--- src/rtl/apb_irq_ctrl_prio_pkg.sv ---
// apb_irq_ctrl_pkg: register map, control bits and FSM states for the APB interrupt controller
package apb_irq_ctrl_pkg;
    localparam logic [2:0] REG_MASK    = 3'd0;
    localparam logic [2:0] REG_PENDING = 3'd1;
    localparam logic [2:0] REG_SET     = 3'd2;
    localparam logic [2:0] REG_CLEAR   = 3'd3;
    localparam logic [2:0] REG_ID      = 3'd4;
    localparam logic [2:0] REG_CTRL    = 3'd5;
    localparam int CTRL_EN_BIT = 0;
    typedef enum logic {IDLE = 1'b0, REQ = 1'b1} state_e;
    function automatic logic reg_unmapped(input logic [2:0] idx);
        return idx > REG_CTRL;
    endfunction
endpackage

--- src/rtl/apb_irq_ctrl_prio_if.sv ---
// apb_irq_ctrl_prio_if: APB slave bus bundle for the interrupt controller
interface apb_irq_ctrl_prio_if #(parameter int APB_ADDR_WIDTH = 12);
    logic [APB_ADDR_WIDTH-1:0] PADDR;
    logic [31:0]               PWDATA;
    logic                      PWRITE;
    logic                      PSEL;
    logic                      PENABLE;
    logic [31:0]               PRDATA;
    logic                      PREADY;
    logic                      PSLVERR;
    modport master (output PADDR, PWDATA, PWRITE, PSEL, PENABLE, input PRDATA, PREADY, PSLVERR);
    modport slave  (input PADDR, PWDATA, PWRITE, PSEL, PENABLE, output PRDATA, PREADY, PSLVERR);
endinterface

--- src/rtl/apb_irq_ctrl_prio_enc.sv ---
// irq_prio_enc: find-first-one encoder, lowest set index wins
module irq_prio_enc #(
    parameter int NB_LINES = 32,
    parameter int ID_WIDTH = 5
) (
    input  logic [NB_LINES-1:0] i_vec,
    output logic [ID_WIDTH-1:0] o_id,
    output logic                o_valid
);
    always_comb begin
        o_id = '0;
        for (int i = NB_LINES - 1; i >= 0; i--)
            o_id = i_vec[i] ? ID_WIDTH'(i) : o_id;
    end
    assign o_valid = |i_vec;
endmodule

--- src/rtl/apb_irq_ctrl_prio.sv ---
// apb_irq_ctrl_prio: APB interrupt controller with edge-latched pending lines and fixed-priority request
module apb_irq_ctrl_prio
    import apb_irq_ctrl_pkg::*;
#(
    parameter int APB_ADDR_WIDTH = 12,
    parameter int NB_LINES       = 32,
    parameter int ID_WIDTH       = 5
) (
    input  logic                HCLK,
    input  logic                HRESETn,
    apb_irq_ctrl_prio_if.slave  apb,
    input  logic [NB_LINES-1:0] irq_i,
    output logic                irq_req_o,
    output logic [ID_WIDTH-1:0] irq_id_o,
    input  logic                irq_ack_i,
    output logic                wake_o
);
    logic [NB_LINES-1:0] r_mask, r_pending, r_irq_q;
    logic [NB_LINES-1:0] w_rise, w_wdata, w_pend_wr, w_ack_clr, w_pend_next, w_active;
    logic                r_enable, r_req, r_wake;
    logic [ID_WIDTH-1:0] r_id, w_enc_id;
    logic                w_enc_valid;
    state_e              r_state;
    logic [2:0]          w_idx;
    logic                w_err, w_access, w_wr, w_unused;
    logic [31:0]         w_rdata;

    assign w_idx    = apb.PADDR[4:2];
    assign w_err    = (|apb.PADDR[APB_ADDR_WIDTH-1:5]) | reg_unmapped(w_idx);
    assign w_access = apb.PSEL & apb.PENABLE;
    assign w_wr     = w_access & apb.PWRITE & ~w_err;
    assign w_wdata  = apb.PWDATA[NB_LINES-1:0];
    assign w_unused = &{1'b0, apb.PADDR[1:0], apb.PWDATA};
    assign w_rise   = irq_i & ~r_irq_q;
    assign w_active = r_pending & r_mask;

    // write, then ack clear, then new edges: a fresh edge always survives
    assign w_pend_wr = !w_wr                  ? r_pending :
                       w_idx == REG_PENDING   ? w_wdata :
                       w_idx == REG_SET       ? r_pending | w_wdata :
                       w_idx == REG_CLEAR     ? r_pending & ~w_wdata : r_pending;
    assign w_ack_clr   = (r_state == REQ && irq_ack_i) ? (NB_LINES'(1) << r_id) : '0;
    assign w_pend_next = (w_pend_wr & ~w_ack_clr) | w_rise;

    always_comb begin
        w_rdata = w_idx == REG_MASK    ? 32'(r_mask) :
                  w_idx == REG_PENDING ? 32'(r_pending) :
                  w_idx == REG_ID      ? {r_req, {(31-ID_WIDTH){1'b0}}, r_id} :
                  w_idx == REG_CTRL    ? 32'(r_enable) : '0;
    end

    assign apb.PRDATA  = (apb.PSEL & ~w_err) ? w_rdata : '0;
    assign apb.PREADY  = 1'b1;
    assign apb.PSLVERR = w_access & w_err;

    irq_prio_enc #(.NB_LINES(NB_LINES), .ID_WIDTH(ID_WIDTH)) u_enc (
        .i_vec   (w_active),
        .o_id    (w_enc_id),
        .o_valid (w_enc_valid)
    );

    always_ff @(posedge HCLK or negedge HRESETn) begin
        if (!HRESETn) begin
            r_mask    <= '0;
            r_pending <= '0;
            r_irq_q   <= '0;
            r_enable  <= 1'b0;
            r_wake    <= 1'b0;
        end else begin
            r_irq_q   <= irq_i;
            r_pending <= w_pend_next;
            r_wake    <= |w_active;
            if (w_wr && w_idx == REG_MASK) r_mask <= w_wdata;
            if (w_wr && w_idx == REG_CTRL) r_enable <= apb.PWDATA[CTRL_EN_BIT];
        end
    end

    // request and ID are frozen in REQ; only an ack releases them
    always_ff @(posedge HCLK or negedge HRESETn) begin
        if (!HRESETn) begin
            r_state <= IDLE;
            r_req   <= 1'b0;
            r_id    <= '0;
        end else begin
            case (r_state)
                IDLE: if (r_enable && w_enc_valid) begin
                    r_state <= REQ;
                    r_req   <= 1'b1;
                    r_id    <= w_enc_id;
                end
                REQ: if (irq_ack_i) begin
                    r_state <= IDLE;
                    r_req   <= 1'b0;
                end
            endcase
        end
    end

    assign irq_req_o = r_req;
    assign irq_id_o  = r_id;
    assign wake_o    = r_wake;
endmodule

--- src/flat_wrapper.sv ---
// flat-port wrapper written by rule: the top's interface ports become plain ports
module apb_irq_ctrl_prio_flat import apb_irq_ctrl_pkg::*;
#(
    parameter int APB_ADDR_WIDTH = 12,
    parameter int NB_LINES       = 32,
    parameter int ID_WIDTH       = 5
)
  (HCLK, HRESETn, irq_i, irq_req_o, irq_id_o, irq_ack_i, wake_o, apb_PADDR, apb_PWDATA, apb_PWRITE, apb_PSEL, apb_PENABLE, apb_PRDATA, apb_PREADY, apb_PSLVERR);
  apb_irq_ctrl_prio_if #(.APB_ADDR_WIDTH(APB_ADDR_WIDTH)) apb_i ();
  input  logic HCLK;
  input  logic HRESETn;
  input  logic [NB_LINES-1:0] irq_i;
  output logic irq_req_o;
  output logic [ID_WIDTH-1:0] irq_id_o;
  input  logic irq_ack_i;
  output logic wake_o;
  input wire logic [$bits(apb_i.PADDR)-1:0] apb_PADDR;
  input wire logic [$bits(apb_i.PWDATA)-1:0] apb_PWDATA;
  input wire logic [$bits(apb_i.PWRITE)-1:0] apb_PWRITE;
  input wire logic [$bits(apb_i.PSEL)-1:0] apb_PSEL;
  input wire logic [$bits(apb_i.PENABLE)-1:0] apb_PENABLE;
  output wire logic [$bits(apb_i.PRDATA)-1:0] apb_PRDATA;
  output wire logic [$bits(apb_i.PREADY)-1:0] apb_PREADY;
  output wire logic [$bits(apb_i.PSLVERR)-1:0] apb_PSLVERR;
  assign apb_i.PADDR = apb_PADDR;
  assign apb_i.PWDATA = apb_PWDATA;
  assign apb_i.PWRITE = apb_PWRITE;
  assign apb_i.PSEL = apb_PSEL;
  assign apb_i.PENABLE = apb_PENABLE;
  assign apb_PRDATA = apb_i.PRDATA;
  assign apb_PREADY = apb_i.PREADY;
  assign apb_PSLVERR = apb_i.PSLVERR;
  apb_irq_ctrl_prio #(.APB_ADDR_WIDTH(APB_ADDR_WIDTH), .NB_LINES(NB_LINES), .ID_WIDTH(ID_WIDTH)) u_core (.HCLK(HCLK), .HRESETn(HRESETn), .apb(apb_i), .irq_i(irq_i), .irq_req_o(irq_req_o), .irq_id_o(irq_id_o), .irq_ack_i(irq_ack_i), .wake_o(wake_o));
endmodule
--- config.mk ---
export PLATFORM = sky130hd
export DESIGN_NAME = apb_irq_ctrl_prio_flat
export DESIGN_NICKNAME = d
export VERILOG_FILES = /design/src/rtl/apb_irq_ctrl_prio_pkg.sv /design/src/rtl/apb_irq_ctrl_prio_if.sv /design/src/rtl/apb_irq_ctrl_prio_enc.sv /design/src/rtl/apb_irq_ctrl_prio.sv /design/src/flat_wrapper.sv
export SDC_FILE = /design/constraint.sdc
export NUM_CORES = 1
export LEC_CHECK = 0
export CORE_AREA = 2 2 87 130
export DETAILED_ROUTE_END_ITERATION = 10
export DIE_AREA = 0 0 89 132
export PLACE_DENSITY_LB_ADDON = 0.3
export SYNTH_ARGS = -nofsm -noshare
export SYNTH_HDL_FRONTEND = slang
export SYNTH_SLANG_ARGS = --single-unit
--- constraint.sdc ---
create_clock -name HCLK -period 6.45 [get_ports HCLK]
set_clock_uncertainty 0.15 [all_clocks]
set_input_delay 1.29 -clock HCLK [delete_from_list [all_inputs] [get_ports HCLK]]
set_output_delay 1.29 -clock HCLK [all_outputs]
set_load 0.02 [all_outputs]
### Word level (Yosys, flattened, before mapping)

Index checks and enable logic that the tools add are counted.

* bits in registers: 105
* bits of input ports: 82
* output and inout bits: 41
* logic and storage cells: 91

* magnitude comparators: 1
* equality and inequality tests: 7
* shift operators: 1
* muxes and demuxes: 48
* bitwise operators: 17
* reduce and logical (&&, ||, !) cells: 9

Operators with widths (count)
* 2-to-1 mux 32 bit: 9
* 2-to-1 mux 5 bit: 32
* bitwise AND 32 bit: 4
* inverter 32 bit: 3
* bitwise OR 32 bit: 2
* OR reduction 32 bit: 1
* left shift 1 x 5 -> 32 bit (first input constant): 1
* OR reduction 7 bit: 1
* == test 3 x 2 -> 1 bit (second input constant): 2
* == test 3 bit (second input constant): 2
* bitwise AND 1 bit: 5
* 2-to-1 mux 1 bit: 5
* logical AND 1 bit: 4
* case mux 1 bit (2 select lines): 2
* AND reduction 2 bit: 2
* == test 3 x 1 -> 1 bit (second input constant): 1
* > comparator 3 bit (second input constant): 1
* zero test 3 bit: 1
* != test 2 x 1 -> 1 bit (second input constant): 1
* != test 2 bit (second input constant): 1
* inverter 1 bit: 2
* bitwise OR 1 bit: 1

### Longest topological paths before layout

* depth in word-level cells: 33
* gate-level depth with buffers: 9
* gate-level depth less buffers: 6

### Hierarchy

A second synthesis with hierarchy kept.

* cells, all modules: 634
* area total of the unflattened synthesis: 5864.4 µm²

By module, submodules not included
* apb_irq_ctrl_prio: instances 1, cells each 569, area each 5479.0 µm², sequential area each 2627.5 µm²
* irq_prio_enc: instances 1, cells each 65, area each 385.4 µm², sequential area each 0.0 µm²

### Least setup slack after synthesis

No wires, ideal clock.

* kind: in2out
* from: input port apb_PADDR[2]
* to: output port apb_PRDATA[0]
* arrival time: 2.932 ns
* required time: 5.010 ns
* path slack: 2.078 ns
* cell stages on the path: 3
* path buffers: 1
* cells stage by stage: buf_1 -> mux2i_1 -> a2111oi_0

* longest elaborated chain between the ends: 6
* elaborated cells on any way between the ends: 13
* those cells by class: 1 x order compare; 3 x eq/ne; 5 x mux; 3 x bitwise; 1 x reduce/logical

Ends and longest elaborated chain
* from (decl): line flat_wrapper.sv:17 `input wire logic [$bits(apb_i.PADDR)-1:0] apb_PADDR;`
* == test 3 bit: line apb_irq_ctrl_prio.sv:49 `w_idx == REG_CTRL ? 32'(r_enable) : '0;`
* 2-to-1 mux 1 bit: line apb_irq_ctrl_prio.sv:49
* 2-to-1 mux 32 bit: line apb_irq_ctrl_prio.sv:48 `w_idx == REG_ID ? {r_req, {(31-ID_WIDTH){1'b0}}, r_id} :`
* 2-to-1 mux 32 bit: line apb_irq_ctrl_prio.sv:47 `w_idx == REG_PENDING ? 32'(r_pending) :`
* 2-to-1 mux 32 bit: line apb_irq_ctrl_prio.sv:46 `w_rdata = w_idx == REG_MASK ? 32'(r_mask) :`
* 2-to-1 mux 32 bit (*): line apb_irq_ctrl_prio.sv:52 `assign apb.PRDATA = (apb.PSEL & ~w_err) ? w_rdata : '0;`
* to (decl): line flat_wrapper.sv:22 `output wire logic [$bits(apb_i.PRDATA)-1:0] apb_PRDATA;`

Mark *: on every way between the ends. The rest lies on a longest branch, timed or not.

### Worst setup path in the final report

* from: input port apb_PADDR[4]
* to: output port apb_PRDATA[20]

* longest elaborated chain between the ends: 5
* elaborated cells on any way between the ends: 9
* those cells by class: 1 x order compare; 1 x eq/ne; 3 x mux; 3 x bitwise; 1 x reduce/logical

Ends and longest elaborated chain
* > comparator 3 bit: line apb_irq_ctrl_prio_pkg.sv:12 `return idx > REG_CTRL;`
* bitwise OR 1 bit: line apb_irq_ctrl_prio.sv:29 `assign w_err = (|apb.PADDR[APB_ADDR_WIDTH-1:5]) | reg_unmapped(w_idx);`
* inverter 1 bit: line apb_irq_ctrl_prio.sv:52
* bitwise AND 1 bit: line apb_irq_ctrl_prio.sv:52
* 2-to-1 mux 32 bit (*): line apb_irq_ctrl_prio.sv:52

Marked as above.

==> run metrics <==
max cap viols 0; total track usage 27.1%; Tot Pwr 1.35 mW; pre-CTS setup slack 942 ps; Post-synth top flop dfrtp_1; final setup margin 929 ps; syn_nets 615; warnings from Yosys 0; die area 0.0117 mm^2; Final Cycle Share 85.6%; via-per-instance ratio 6.21; antenna violations before repair 0; port bufs 119; htree depth 3; Layout Nets 724; number of fill cells 883; Syn-to-layout area delta 29.2%; Post-Route WL 15,700 um; IO Count 123; DRC violations left 0; FF/Latch Area 0.00263 mm^2; Starting Density 50.9%; area leader, netlist dfrtp_1; CTS Buffer Depth 2; worst hold margin 280 ps; WP data arrival 4080 ps; crit-path cells clkdlybuf4s50_1 > nor3b_2 > buf_4 > a22oi_1 > nor2_1 > clkdlybuf4s50_1; Initial DRT Pass Iterations 5; Crit-path slowest cell nor3b_2; register area share after synthesis 48.8%; Util after Layout 65.8%; startpoint types input pin; RSZ-0062 raised after global routing false; final setup TNS 0 ps; global-route wire length before repair 24,700 um; Max-slew headroom 18.7%; Hold Vio Cnt, Final 0; DP Area 0.00667 mm^2; routability cong. 0.871; CTS root buf clkbuf_16; number of distinct library cells after synthesis 48; static leakage 2.88 nW; initial DRC count 476; most used cell, CP clkdlybuf4s50_1; Gate Count Post-Synth 533; Final Slew Violations 0; number of enable flip-flop cells after synthesis 0; FMAX 181 MHz; vias in the first global route 4,868; Inst Count DP 775; total clock sinks 105; share of layout cells above drive strength 1 11.3%; post-CTS setup buffers 0; Synth async-reset ratio 100%; peak supply drop 0.000113 V; final setup vio count 0; Crit Path Class input pin to output port; slowest stage delay, CP 920 ps; WL met3 1060 um; outcome complete, no violations; total gr overflow 0; row count 46; leading cell type in the layout, fill and taps excluded clkdlybuf4s50_1; clk slew on worst S/H paths 70 ps; largest net degree at the start of global routing 58; Routed WL per cell 19.8 um; antenna-violating nets left 0; cell area after synthesis 0.00539 mm^2; post-route design area 0.00696 mm^2; Worst setup EP type output port; die width 89 um; uppermost layer routed met4; ant diodes 0; DP HPWL 10,900 um; Die Ht 132 um; TritonCTS Buffers 9; routed vias 4,911; PwrDens 194 mW/mm^2; DRT met1 WL 5770 um; Slew @ Worst Pin 1210 ps; CTS tree built; final non-filler cell total 791; worst skew pair latency 340 ps; min cycle time layout 5520 ps; CP required 5010 ps; Multi-input gate area 0.00249 mm^2; Yosys reg bits 105; most frequent cells in the layout clkdlybuf4s50_1 (117), dfrtp_1 (105), o22ai_1 (64); WL met2 8330 um; Worst Hold Class register to register; Area contributors post-synth dfrtp_1 (49%), o22ai_1 (7.4%), mux2_2 (6.9%); Mapped Avg Cell Area 10.1 um^2; Core ar. 0.0106 mm^2; hold_buf cts 0; post-cts sizing count 0; Yosys top cell area share 48.8%; Crit Path Max Fanout 14
[logic make-up after synthesis]
logic type / share of synthesized area (%)
other: 0.0696
XOR/XNOR: 5.20
AO/OA/AOI/OAI: 21.9
AND/OR/NAND/NOR: 10.1
flip-flops: 48.8
buffers and inverters: 5.41
multiplexers: 8.57
[synthesized netlist by cell type, drive strengths merged (6+ instances only)]
cell type  count
nor3           9
inv           34
clkbuf        14
dfrtp        105
a21oi         40
nand3          7
nand2         33
nor2b          6
buf           16
mux2          35
xor2          32
a22oi         41
o22ai         64
mux2i          6
nor2          39
[worst paths after layout]
kind	from	endpoint	slack [ps]	cells past startpoint
max reg2reg	u_core.r_pending[29]$_DFF_PN0_	u_core.irq_id_o[0]$_DFFE_PN0P_	4050	6
min	u_core.r_irq_q[16]$_DFF_PN0_	u_core.r_pending[16]$_DFF_PN0_	280	1
max	apb_PADDR[4]	apb_PRDATA[20]	930	6
min in group asynchronous	HRESETn	u_core.r_pending[29]$_DFF_PN0_	820	1
max in group asynchronous	HRESETn	u_core.r_pending[14]$_DFF_PN0_	4160	2
min reg2reg	u_core.r_irq_q[16]$_DFF_PN0_	u_core.r_pending[16]$_DFF_PN0_	280	1
[worst max-delay path: cells and delay by family]
kind	cells	cell delay [ps]
AOI/OAI and AO/OA	1	130
buffers and inverters	3	1610
and+or+nand+nor	2	1040
[flip-flops by register name, summed over array words and instances, names as in the netlist]
signal            flops
u_core.r_irq_q       32
u_core.r_mask        32
u_core.r_pending     32
u_core.irq_id_o       5
u_core.irq_req_o      1
u_core.r_enable       1
u_core.r_state        1
u_core.wake_o         1
[area by class of cell]
cell class	count	share of cell area (%)
inverter	34	1.83
clock buffer	13	3.59
tap	144	2.59
sequential	105	37.7
timing repair buffer	128	18.0
clock inverter	3	0.575
multi-input combinational	364	35.7
[per-layer routing]
metal | up-vias | global-route usage, %
met5 | - | 0
li1 | 2185 | -
met3 | 46 | 3.01
met1 | 2405 | 33.7
met4 | 0 | 12.1
met2 | 275 | 46.4
[power breakdown]
| part | switching (mW) | internal (mW) | total [mW] | leakage (nW) |
|---|---|---|---|---|
| logic | 0.0659 | 0.0692 | 0.135 | 1.51 |
| clock network | 0.233 | 0.311 | 0.544 | 0.144 |
| registers | 0.00482 | 0.670 | 0.675 | 1.23 |
| total | 0.303 | 1.05 | 1.35 | 2.88 |
Power figures use the tool's default switching activity.
